**src/rtl/p16_uart_pkg.sv**
```systemverilog
// Shared constants, FSM state type and baud-divider helper for the UART receive path.
package p16_uart_pkg;

    localparam int unsigned DATA_BITS = 8;

    typedef enum logic [1:0] {
        IDLE  = 2'd0,
        START = 2'd1,
        DATA  = 2'd2,
        STOP  = 2'd3
    } rx_state_t;

    // Rounded integer division: clock cycles per serial bit.
    function automatic int unsigned calc_div(input int unsigned clk_freq, input int unsigned baud);
        return (clk_freq + baud / 2) / baud;
    endfunction

endpackage

```
**src/rtl/p16_sync_fifo.sv**
```systemverilog
// Single-clock FIFO with registered storage and a combinational head read.
module p16_sync_fifo #(
    parameter int unsigned WIDTH = 8,
    parameter int unsigned DEPTH = 4
) (
    input  logic             clk,
    input  logic             rst_n,
    input  logic             push,
    input  logic [WIDTH-1:0] wdata,
    input  logic             pop,
    output logic [WIDTH-1:0] rdata,
    output logic             empty,
    output logic             full
);

    localparam int unsigned AW = (DEPTH > 1) ? $clog2(DEPTH) : 1;
    localparam int unsigned CW = $clog2(DEPTH + 1);

    logic [WIDTH-1:0] mem [DEPTH];
    logic [AW-1:0]    wr_ptr;
    logic [AW-1:0]    rd_ptr;
    logic [CW-1:0]    count;
    logic             do_push;
    logic             do_pop;

    // A full FIFO still takes a push when the head leaves in the same cycle.
    assign do_pop  = pop && (count != '0);
    assign do_push = push && ((count != CW'(DEPTH)) || do_pop);

    assign rdata = mem[rd_ptr];
    assign empty = (count == '0);
    assign full  = (count == CW'(DEPTH));

    always_ff @(posedge clk or negedge rst_n) begin
        if (!rst_n) begin
            for (int i = 0; i < int'(DEPTH); i++) begin
                mem[i] <= '0;
            end
            wr_ptr <= '0;
            rd_ptr <= '0;
            count  <= '0;
        end else begin
            if (do_push) begin
                mem[wr_ptr] <= wdata;
                wr_ptr      <= wr_ptr + AW'(1);
            end
            if (do_pop) begin
                rd_ptr <= rd_ptr + AW'(1);
            end
            case ({do_push, do_pop})
                2'b10:   count <= count + CW'(1);
                2'b01:   count <= count - CW'(1);
                default: count <= count;
            endcase
        end
    end

endmodule

```
**src/rtl/p16_uart_rx.sv**
```systemverilog
// 8N1 UART receiver with majority-vote sampling feeding a small valid/ready FIFO.
module p16_uart_rx
    import p16_uart_pkg::*;
#(
    parameter int unsigned CLK_FREQ   = 6000000,
    parameter int unsigned BAUD       = 115200,
    parameter int unsigned FIFO_DEPTH = 4
) (
    input  logic       clk,
    input  logic       rst_n,
    input  logic       rx,
    output logic [7:0] data_out,
    output logic       valid,
    input  logic       ready,
    output logic       frame_err,
    output logic       overrun,
    output logic       busy
);

    localparam int unsigned DIV   = calc_div(CLK_FREQ, BAUD);
    localparam int unsigned HALF  = DIV / 2;
    localparam int unsigned CNT_W = $clog2(DIV);
    localparam int unsigned IDX_W = $clog2(DATA_BITS);

    rx_state_t              state, state_n;
    logic [CNT_W-1:0]       cnt, cnt_n;
    logic [IDX_W-1:0]       bit_idx, bit_idx_n;
    logic [DATA_BITS-1:0]   shreg, shreg_n;
    logic                   sync1, sync2;
    logic [2:0]             hist;
    logic                   sample;
    logic                   push_c;
    logic                   frame_err_n, overrun_n;
    logic                   fifo_empty, fifo_full;
    logic                   pop;

    assign sample = (hist[0] & hist[1]) | (hist[1] & hist[2]) | (hist[0] & hist[2]);
    assign pop    = valid && ready;
    assign valid  = !fifo_empty;

    // Synchroniser and 3-sample history for the majority vote.
    always_ff @(posedge clk or negedge rst_n) begin
        if (!rst_n) begin
            sync1 <= 1'b1;
            sync2 <= 1'b1;
            hist  <= 3'b111;
        end else begin
            sync1 <= rx;
            sync2 <= sync1;
            hist  <= {hist[1:0], sync2};
        end
    end

    always_ff @(posedge clk or negedge rst_n) begin
        if (!rst_n) begin
            state     <= IDLE;
            cnt       <= '0;
            bit_idx   <= '0;
            shreg     <= '0;
            busy      <= 1'b0;
            frame_err <= 1'b0;
            overrun   <= 1'b0;
        end else begin
            state     <= state_n;
            cnt       <= cnt_n;
            bit_idx   <= bit_idx_n;
            shreg     <= shreg_n;
            busy      <= (state_n != IDLE);
            frame_err <= frame_err_n;
            overrun   <= overrun_n;
        end
    end

    always_comb begin
        state_n     = state;
        cnt_n       = cnt + CNT_W'(1);
        bit_idx_n   = bit_idx;
        shreg_n     = shreg;
        push_c      = 1'b0;
        frame_err_n = 1'b0;
        overrun_n   = 1'b0;
        case (state)
            IDLE: begin
                cnt_n = '0;
                if (!sync2) begin
                    state_n = START;
                end
            end
            START: begin
                if (cnt == CNT_W'(HALF - 1)) begin
                    cnt_n     = '0;
                    bit_idx_n = '0;
                    state_n   = sample ? IDLE : DATA;
                end
            end
            DATA: begin
                if (cnt == CNT_W'(DIV - 1)) begin
                    cnt_n   = '0;
                    shreg_n = {sample, shreg[DATA_BITS-1:1]};
                    if (bit_idx == IDX_W'(DATA_BITS - 1)) begin
                        state_n = STOP;
                    end else begin
                        bit_idx_n = bit_idx + IDX_W'(1);
                    end
                end
            end
            STOP: begin
                // Back to IDLE on the stop sample so a tight next start bit is caught.
                if (cnt == CNT_W'(DIV - 1)) begin
                    cnt_n   = '0;
                    state_n = IDLE;
                    if (!sample) begin
                        frame_err_n = 1'b1;
                    end else if (!fifo_full || pop) begin
                        push_c = 1'b1;
                    end else begin
                        overrun_n = 1'b1;
                    end
                end
            end
            default: state_n = IDLE;
        endcase
    end

    p16_sync_fifo #(
        .WIDTH (DATA_BITS),
        .DEPTH (FIFO_DEPTH)
    ) u_fifo (
        .clk   (clk),
        .rst_n (rst_n),
        .push  (push_c),
        .wdata (shreg),
        .pop   (pop),
        .rdata (data_out),
        .empty (fifo_empty),
        .full  (fifo_full)
    );

endmodule
```
**config.mk**
```make
export PLATFORM = sky130hd
export DESIGN_NAME = p16_uart_rx
export DESIGN_NICKNAME = d
export VERILOG_FILES = /design/src/rtl/p16_uart_pkg.sv /design/src/rtl/p16_sync_fifo.sv /design/src/rtl/p16_uart_rx.sv
export SDC_FILE = /design/constraint.sdc
export NUM_CORES = 1
export LEC_CHECK = 0
export ABC_AREA = 0
export CAP_MARGIN = 20
export CORE_MARGIN = 5
export CORE_UTILIZATION = 25
export CTS_CLUSTER_DIAMETER = 200
export DETAILED_ROUTE_END_ITERATION = 8
export PLACE_DENSITY_LB_ADDON = 0.08
export SYNTH_ARGS = -nofsm -noshare
export SYNTH_HDL_FRONTEND = slang
export SYNTH_SLANG_ARGS = --single-unit
```
**constraint.sdc**
```tcl
create_clock -name clk -period 2.4 [get_ports clk]
set_clock_uncertainty 0.05 [all_clocks]
set_input_delay 0.6 -clock clk [delete_from_list [all_inputs] [get_ports clk]]
set_output_delay 0.6 -clock clk [all_outputs]
set_load 0.02 [all_outputs]
```
After elaboration in Yosys (flattened, before gate mapping)
Cells that the tools add are included.

storage, ports and cells
  output and inout bits = 12
  memories kept = 0
  bits in read-only memories = 0
  input port bits = 4
  flip-flop bits (word level) = 66
  bits in latches = 0
  RAM bits = 0
  word-level logic and storage cells = 95

operators by class
  $lt $le $gt $ge = 3
  multipliers = 0
  reduce and logical (&&, ||, !) cells = 17
  shift-type cells = 0
  bitwise gates (word level) = 7
  muxes and demuxes = 32
  equality and inequality tests = 13
  add/sub/neg operators = 6
  divide/modulo/power cells = 0

operators by type and width
  operator                                        count
  bitwise mux 32 bit                              1
  2-to-1 mux 8 bit                                3
  one-hot mux 6 bit (3 select lines)              1
  binary-select mux 8 bit (select 2 bit)          1
  demux 8 bit (select 2 bit)                      1
  2-to-1 mux 2 bit                                6
  2-to-1 mux 6 bit                                2
  one-hot mux 3 bit (2 select lines)              2
  2-to-1 mux 1 bit                                11
  2-to-1 mux 3 bit                                3
  one-hot mux 2 bit (4 select lines)              1
  adder 3 x 1 -> 3 bit (second input constant)    2
  adder 6 x 1 -> 6 bit (second input constant)    1
  == test 2 bit (second input constant)           3
  == test 3 bit (second input constant)           2
  == test 6 x 5 -> 1 bit (second input constant)  1
  == test 6 bit (second input constant)           1
  >= comparator 3 bit (second input constant)     2
  inequality test 2 bit (second input constant)   3
  NOT 2 -> 3 bit                                  2
  nonzero test 2 bit                              3
  adder 2 x 1 -> 2 bit (second input constant)    2
  == test 2 x 1 -> 1 bit (second input constant)  2
  logical AND 1 bit                               4
  other kinds (13)                                18

Longest topological paths before layout
Gate-level depths: netlist (run 1).

  depth after elaboration = 11
  gate-level depth with buffers = 11
  depth with buffers taken out = 10

Cells and area by module
Synthesis (run 1) repeated with hierarchy kept, for this count alone.

unflattened totals
  cell total of the unflattened synthesis = 225
  area total of the unflattened synthesis = 3055.4 um^2

modules (own cells, without submodules)
  module         cells an instance  times used  area each (um^2)  seq. area each (um^2)
  p16_sync_fifo  129                1           1876.8            975.9
  p16_uart_rx    96                 1           1178.6            681.9

Worst setup path after synthesis (run 1)
OpenSTA, ideal clock, no wires.

  path kind = in2reg
  start = input port ready
  end = register u_fifo.count[2]
  stages = 10
  buffers on the path = 1
  data arrival time = 2503 ps
  library setup time = 79 ps
  path slack = -232 ps
  cells stage by stage = or4b_1 and4bb_2 buf_6 inv_1 ha_1 inv_1 fa_1 xor2_1 nor2_1 xor2_1

between the ends
  longest elaborated chain between the ends = 9
  elaborated cells on any way between the ends = 13
  classes of those cells = eq/ne (2); mux (5); reduce/logical (6)

RTL lines
  what                                                                             line                 text
  start, declared                                                                  p16_uart_rx.sv:14    input logic ready,
  logical AND 1 bit *                                                              p16_uart_rx.sv:38    assign pop = valid && ready;
  logical OR 1 bit                                                                 p16_uart_rx.sv:114   end else if (!fifo_full || pop) begin
  2-to-1 mux 1 bit                                                                 p16_uart_rx.sv:114
  2-to-1 mux 1 bit                                                                 p16_uart_rx.sv:112   if (!sample) begin
  2-to-1 mux 1 bit                                                                 p16_uart_rx.sv:109   if (cnt == CNT_W'(DIV - 1)) begin
  2-to-1 mux 1 bit                                                                 p16_uart_rx.sv:82    case (state)
  logical AND 1 bit                                                                p16_sync_fifo.sv:28  assign do_push = push && ((count != CW'(DEPTH)) || do_pop);
  == test 2 x 1 -> 1 bit / == test 2 bit (equally long branches)                   p16_sync_fifo.sv:50  case ({do_push, do_pop})
  one-hot mux 3 bit (2 select lines) / nonzero test 2 bit (equally long branches)  --
  end signal, assigned                                                             p16_sync_fifo.sv:51  2'b10: count <= count + CW'(1);
  end signal, assigned                                                             p16_sync_fifo.sv:52  2'b01: count <= count - CW'(1);
  end signal, assigned                                                             p16_sync_fifo.sv:53  default: count <= count;
  end, declared                                                                    p16_sync_fifo.sv:22  logic [CW-1:0] count;

Every way passes the cells marked *; elsewhere a longest branch is shown, timed or not.
A chain may end at the register's enable or synchronous reset.

Final worst setup path (run 1)
  start = register u_fifo.rd_ptr[0]
  end = output port data_out[4]

between the ends
  longest elaborated chain between the ends = 4

RTL lines
  what                                                 line                 text
  start, declared                                      p16_sync_fifo.sv:21  logic [AW-1:0] rd_ptr;
  start signal, assigned                               p16_sync_fifo.sv:48  rd_ptr <= rd_ptr + AW'(1);
  NOT 2 -> 3 bit (implied by the code)                 p16_sync_fifo.sv:30  assign rdata = mem[rd_ptr];
  binary-select mux 8 bit (select 2 bit)               p16_sync_fifo.sv:30
  2-to-1 mux 8 bit (implied by the code) (2 in a row)  p16_sync_fifo.sv:30
  end, declared                                        p16_uart_rx.sv:12    output logic [7:0] data_out,

Every way passes these cells. The select of a mux whose other input is x is not followed.

==> results of run 1 <==
==> power by group through the flow <==
stage          Clock, W  Combinational [W]  Sequential [W]
6_report        0.00139           0.000575         0.00128
5_1_grt         0.00149           0.000641         0.00129
4_1_cts         0.00144           0.000586         0.00128
3_5_place_dp          0           0.000581         0.00130
3_3_place_gp          0           0.000586         0.00130
2_1_floorplan         0           0.000352         0.00127
==> synthesized netlist by cell type (all sizes together), types with 2 or more instances <==
master / number
a22o: 2
buf: 5
dfrtp: 61
dfstp: 5
ha: 9
inv: 9
mux2: 42
mux4: 8
nand2: 9
nand2b: 2
nand3: 4
nand4: 2
nand4b: 2
nor2: 10
nor3: 2
or3: 3
xnor2: 4
xor2: 5
==> through the flow <==
step / utilization, % / setup TNS (ps)
final: 32.3 / 0
after global routing: 32.3 / 0
after CTS: 32.2 / 0
after detailed placement: 29.6 / -10840
after global placement: 29.6 / -9660
after floorplan: - / -153
==> logic make-up after synthesis <==
kind of cell	share of synthesized area, %
buffers and inverters	2.27
adder cells (fa/ha/maj)	4.80
XOR/XNOR	2.65
flip-flops	55.8
AO/OA/AOI/OAI	2.65
multiplexers	22.3
AND/OR/NAND/NOR	9.52
==> registers in the layout, summed over array words and instances (netlist names), 2 cells and up <==
name	count
u_fifo.count	3
shreg	8
hist	3
u_fifo.wr_ptr	2
bit_idx	3
u_fifo.rd_ptr	2
u_fifo.mem	32
cnt	6
state	2
==> metal layers <==
layer  up-vias  share of wire (%)
li1        790                  -
met1       857                 49
met2        20                 45
met3        10                4.1
met4         0                2.0
met5         -                  0
==> cell type report <==
cell class / instances / share of cell area [%]
flip-flops and latches: 66 / 44.6
clock inverters: 6 / 2.22
well taps: 143 / 4.81
inverters: 9 / 0.976
multi-input cells: 121 / 34.0
repair buffers: 29 / 7.23
clock buffers: 10 / 6.16
==> path summary, 6_finish.rpt <==
| check | startpoint | endpoint | slack, ps |
|---|---|---|---|
| worst max-delay path | u_fifo.rd_ptr[0] | data_out[4] | 80 |
| max in group asynchronous | rst_n | sync1 | 1640 |
| min in group clk | sync1 | sync2 | 310 |
| worst max register to register | u_fifo.count[1] | u_fifo.count[2] | 110 |
| worst min-delay path | rst_n | bit_idx[2] | 80 |
| worst min register to register | sync1 | sync2 | 310 |
==> worst register-to-register path, cell delays in order, from the launching register on <==
cell	delay (ps)
dfrtp_1	390
or4b_4	550
and4bb_2	270
inv_4	60
ha_4	120
inv_2	30
fa_2	320
xor2_1	140
nor2_1	120
xor2_1	150
==> timing repair <==
| item | in CTS | in global routing |
|---|---|---|
| pin swaps | 3 | 2 |
| setup buffers | 0 | 0 |
| gates resized for setup | 12 | 7 |
| hold buffers | 0 | 0 |
| endpoints found under the setup margin | 11 | 6 |
==> metrics.csv, run 1 <==
stage;metric;value;unit
floorplanning;die_y;119;µm
pwr;fin_total_pwr;0.00325;W
synth;syn_inst;202;
grt;grt_max_degree;42;
grt;grt_use_met2;13.8;%
grt;antenna_found_initial;0;
sta;hold_viol_final;0;
layout;nets;250;
layout;fillCellCount;1144;
critical_path;path_depth;3;
floorplanning;die-width;119;µm
pwr;internal-power;0.00240;W
cts;clkSinkCount;66;
critical_path;crit_family;multiplexers;
sta;fin_crit_sh;96.7;%
cts;cts-buffers-inserted;9;
synth;syn_area;2970;µm²
routing;vias;1677;
flow_run;cap_violations;0;
synth;yosys.area.top_type;dfrtp_1;
cts;cts_tree;done;
place;port-buffer-count;15;
grt;gr-total-overflow;0;
floorplanning;core;11500;µm²
critical_path;worst-setup-path-type;reg2out;
critical_path;crit_path_end_kind;output pin;
grt;grt_pass1_vias;1828;
layout;final_cell_area;3720;µm²
floorplanning;dieArea;14200;µm²
cts;clkLatencyLatePin;330;ps
sta;whs;83.2;ps
synth;ys.flop_type;dfrtp_1;
sta;setup_viol;0;
routing;totalWireLength;5970;µm
synth;synth_seq_area_share;55.8;%
critical_path;arrival;1670;ps
sta;rsz0062_at_grt;no;
floorplanning;initial_utilization;25.8;%
synth;yosys_warnings;0;
synth;ys_async_sr_fraction;100;%
routing;vias_per_cell;4.37;
routing;drt_iter0_drc;47;
sta;maxSlewHeadroom;67.6;%
place;gp_congestion;0.699;
critical_path;start_kind;flip-flop;
cts;clockBufferDepth;2;
pwr;combPwrFrac;17.7;%
routing;routedWlPerCell;15.5;µm
routing;firstDrtPassIters;4;
grt;grt_use_met3;3.70;%
place;place_inst;368;
min_path;min_path_type;in2async;
routing;drc;0;
critical_path;crit_path_top_delay_cell;mux4_2;
layout;layout_common_cells;61 x dfrtp_1, 40 x mux2_2, 11 x buf_4, 9 x nor2_1, 9 x clkbuf_16;
pwr;switching_power;0.000849;W
critical_path;cpPeakStageDelay;510;ps
grt;gr-usage-all-layers;9.61;%
synth;synth-edff-count;0;
pwr;vdd_ir_drop_max;0.000610;V
outcome;status;finished clean;
sta;worst_slew_pin_slew;480;ps
layout;drive_gt1_share;41.1;%
place;pre_cts_ws;-505;ps
cts;cts_root_buffer;clkbuf_16;
sta;min_period;2320;ps
layout;diodes;0;
layout;syn_to_final_growth;25.1;%
sta;fin_ws;79.9;ps
layout;regArea;1660;µm²
pwr;p_leak;1.71;nW
place;dp_hpwl;3880;µm
synth;ys_types;42;
cts;path_clk_slew;60;ps
pwr;seqPwrFrac;39.4;%
floorplanning;fp-row-count;39;
place;dpl-instance-area;3410;µm²
layout;mostFrequentLayoutCell;dfrtp_1;
layout;multi_input_area;1260;µm²
routing;antenna_left;0;
critical_path;crit_buf_inv;2;
synth;synth.ff_latch_count;66;
layout;instances_no_fill;384;
grt;grt_pass1_wl;10400;µm
sta;max_freq;431;MHz
critical_path;critPathMaxFanout;4;
sta;slew_viol_final;0;
pwr;p_sw_share;26.1;%
grt;gr-max-usage-layer;met2;
critical_path;r2r_cells;9;
pwr;power_frac_clock;42.9;%
pwr;powerDensity;873;nW/µm²
cts;htree_num_levels;3;
critical_path;critical_path.cell_chain;buf_4 -> mux4_2 -> clkdlybuf4s15_1;
grt;gr-usage-met1;12.9;%
synth;yosys-top-cells-area;dfrtp_1 51%, mux2_2 15%, mux4_2 6.1%;
synth;avgSynthCellArea;14.7;µm²
critical_path;cp.required;1750;ps
floorplanning;ios;16;
synth;synth_top_area_share;51.4;%
synth;syn_nets;216;
No activity file was read; power rests on OpenSTA's default activity.
==> inputs of run 2 (changes only) <==
- CTS_CLUSTER_SIZE: unset -> 16
==> results of run 2 <==
The final DEF is identical to that of run 1; final timing and power are the same.
==> inputs of run 3 (changes only) <==
- CELL_PAD_IN_SITES_DETAIL_PLACEMENT: unset -> 1
- CELL_PAD_IN_SITES_GLOBAL_PLACEMENT: unset -> 1
- CTS_CLUSTER_DIAMETER: 200 -> 80
==> metrics.csv, run 3 (synthesis results as in run 1) <==
stage;metric;value;unit
sta;fin_tns_setup;0;ps
routing;drt_iter0_drc;44;
critical_path;cp.required;1750;ps
layout;regMostFlops;u_fifo.mem;
pwr;p_leak;1.69;nW
sta;max_freq;432;MHz
cts;htree_num_levels;3;
cts;cts_root_buffer;clkbuf_16;
pwr;powerDensity;856;nW/µm²
cts;ctsHoldBuffers;0;
sta;setup_viol;0;
floorplanning;fp-row-count;39;
cts;cts-buffers-inserted;9;
floorplanning;initial_utilization;25.8;%
cts;post-cts-setup-buffers;0;
cts;cts_tree;done;
sta;rsz0062_at_grt;yes;
min_path;min_path_type;in2async;
layout;top_regs;u_fifo.mem (32), shreg (8), cnt (6);
critical_path;cp-startpoint;u_fifo.rd_ptr[0];
critical_path;start_kind;flip-flop;
grt;gr-total-overflow;0;
critical_path;worst-setup-path-type;reg2out;
layout;nets;250;
grt;grt_pass1_wl;10900;µm
layout;largest_register_ffs;32;
critical_path;critPathMaxFanout;7;
routing;antenna_left;0;
layout;drive_gt1_share;41.1;%
floorplanning;die_y;119;µm
sta;hold_viol_final;0;
routing;totalWireLength;6070;µm
layout;diodes;0;
routing;firstDrtPassIters;2;
sta;fin_crit_sh;96.4;%
cts;clkLatencyLatePin;330;ps
layout;layout_common_cells;61 x dfrtp_1, 40 x mux2_2, 11 x buf_4;
layout;fin_util;32.4;%
sta;maxSlewHeadroom;68.7;%
routing;drc;0;
sta;min_period;2310;ps
critical_path;r2r_start;u_fifo.count[1];
grt;gr-usage-all-layers;9.90;%
flow_run;cap_violations;0;
floorplanning;core;11500;µm²
layout;syn_to_final_growth;25.5;%
critical_path;crit_path_end_kind;output pin;
pwr;vdd_ir_drop_max;0.000520;V
cts;path_clk_slew;60;ps
sta;whs;241;ps
cts;clkSinkCount;66;
cts;clockBufferDepth;2;
grt;antenna_found_initial;0;
grt;grt_pass1_vias;1950;
routing;vias_per_cell;4.45;
critical_path;arrival;1660;ps
routing;vias;1707;
sta;worst_slew_pin_slew;466;ps
sta;slew_viol_final;0;
floorplanning;die-width;119;µm
floorplanning;dieArea;14200;µm²
place;dp_hpwl;4060;µm
floorplanning;ios;16;
layout;mostFrequentLayoutCell;dfrtp_1;
place;gp_congestion;0.673;
outcome;status;finished clean;
routing;routedWlPerCell;15.8;µm
grt;grt_max_degree;67;
place;port-buffer-count;15;
## run 3: cell count changes in the layout (fill, tap and decap cells not counted), moves of 2 or more
cell	delta
clkdlybuf4s15_1	+4
dlygate4sd2_1	-3
clkinv_2	-2
clkinvlp_4	+2
## run 3: final cells by class
| class | count | area [µm²] |
|---|---|---|
| Inverter | 9 | 36.3 |
| Tap cell | 143 | 179 |
| Clock inverter | 6 | 66.3 |
| Multi-Input combinational cell | 121 | 1260 |
| Fill cell | 1217 | 7790 |
| Timing Repair Buffer | 29 | 287 |
| Clock buffer | 10 | 239 |
| Sequential cell | 66 | 1660 |
## run 3: timing repair
item                       in CTS  in global routing
pin swaps                       3                  0
resized for setup              11                  9
setup endpoints to repair      11                  9
## run 3: per-layer routing
layer	vias up	GRT usage, %	part of all wire [%]
li1	801	-	-
met1	880	13.7	51
met2	18	13.8	44
met3	8	3.98	3.7
met4	0	3.69	1.6
met5	-	0	0
## run 3: path summary, 6_finish.rpt
check	cells past startpoint	endpoint	slack [ps]
max in group asynchronous	2	hist[0]	1740
setup reg to reg	9	u_fifo.count[2]	130
hold reg to reg	0	sync2	300
min in group clk	0	sync2	300
hold / removal	2	bit_idx[2]	240
setup / recovery	3	data_out[3]	90
## run 3: critical path: stages, from the launching register on
cell	delay (ps)
dfrtp_1	380
buf_12	150
mux4_2	500
clkdlybuf4s15_1	300
## run 3: report_power, final
| part | internal, W | switching (W) | leakage (nW) | total (W) |
|---|---|---|---|---|
| registers | 0.00120 | 0.0000749 | 0.871 | 0.00128 |
| clock network | 0.000831 | 0.000492 | 0.141 | 0.00132 |
| logic | 0.000311 | 0.000281 | 0.681 | 0.000593 |
| total | 0.00235 | 0.000848 | 1.69 | 0.00319 |
## run 3: through the flow
| stage | cell area (µm²) | power, W | setup WS, ps | std cells |
|---|---|---|---|---|
| 2_1_floorplan | 3000 | 0.00163 | -133 | 202 |
| 3_5_place_dp | 3420 | 0.00191 | -492 | 368 |
| 4_1_cts | 3720 | 0.00327 | 14.9 | 384 |
| 6_report | 3730 | 0.00319 | 86.8 | 384 |
| 3_3_place_gp | 3420 | 0.00191 | -444 | 368 |
| 5_1_grt | 3730 | 0.00340 | -14.0 | 384 |
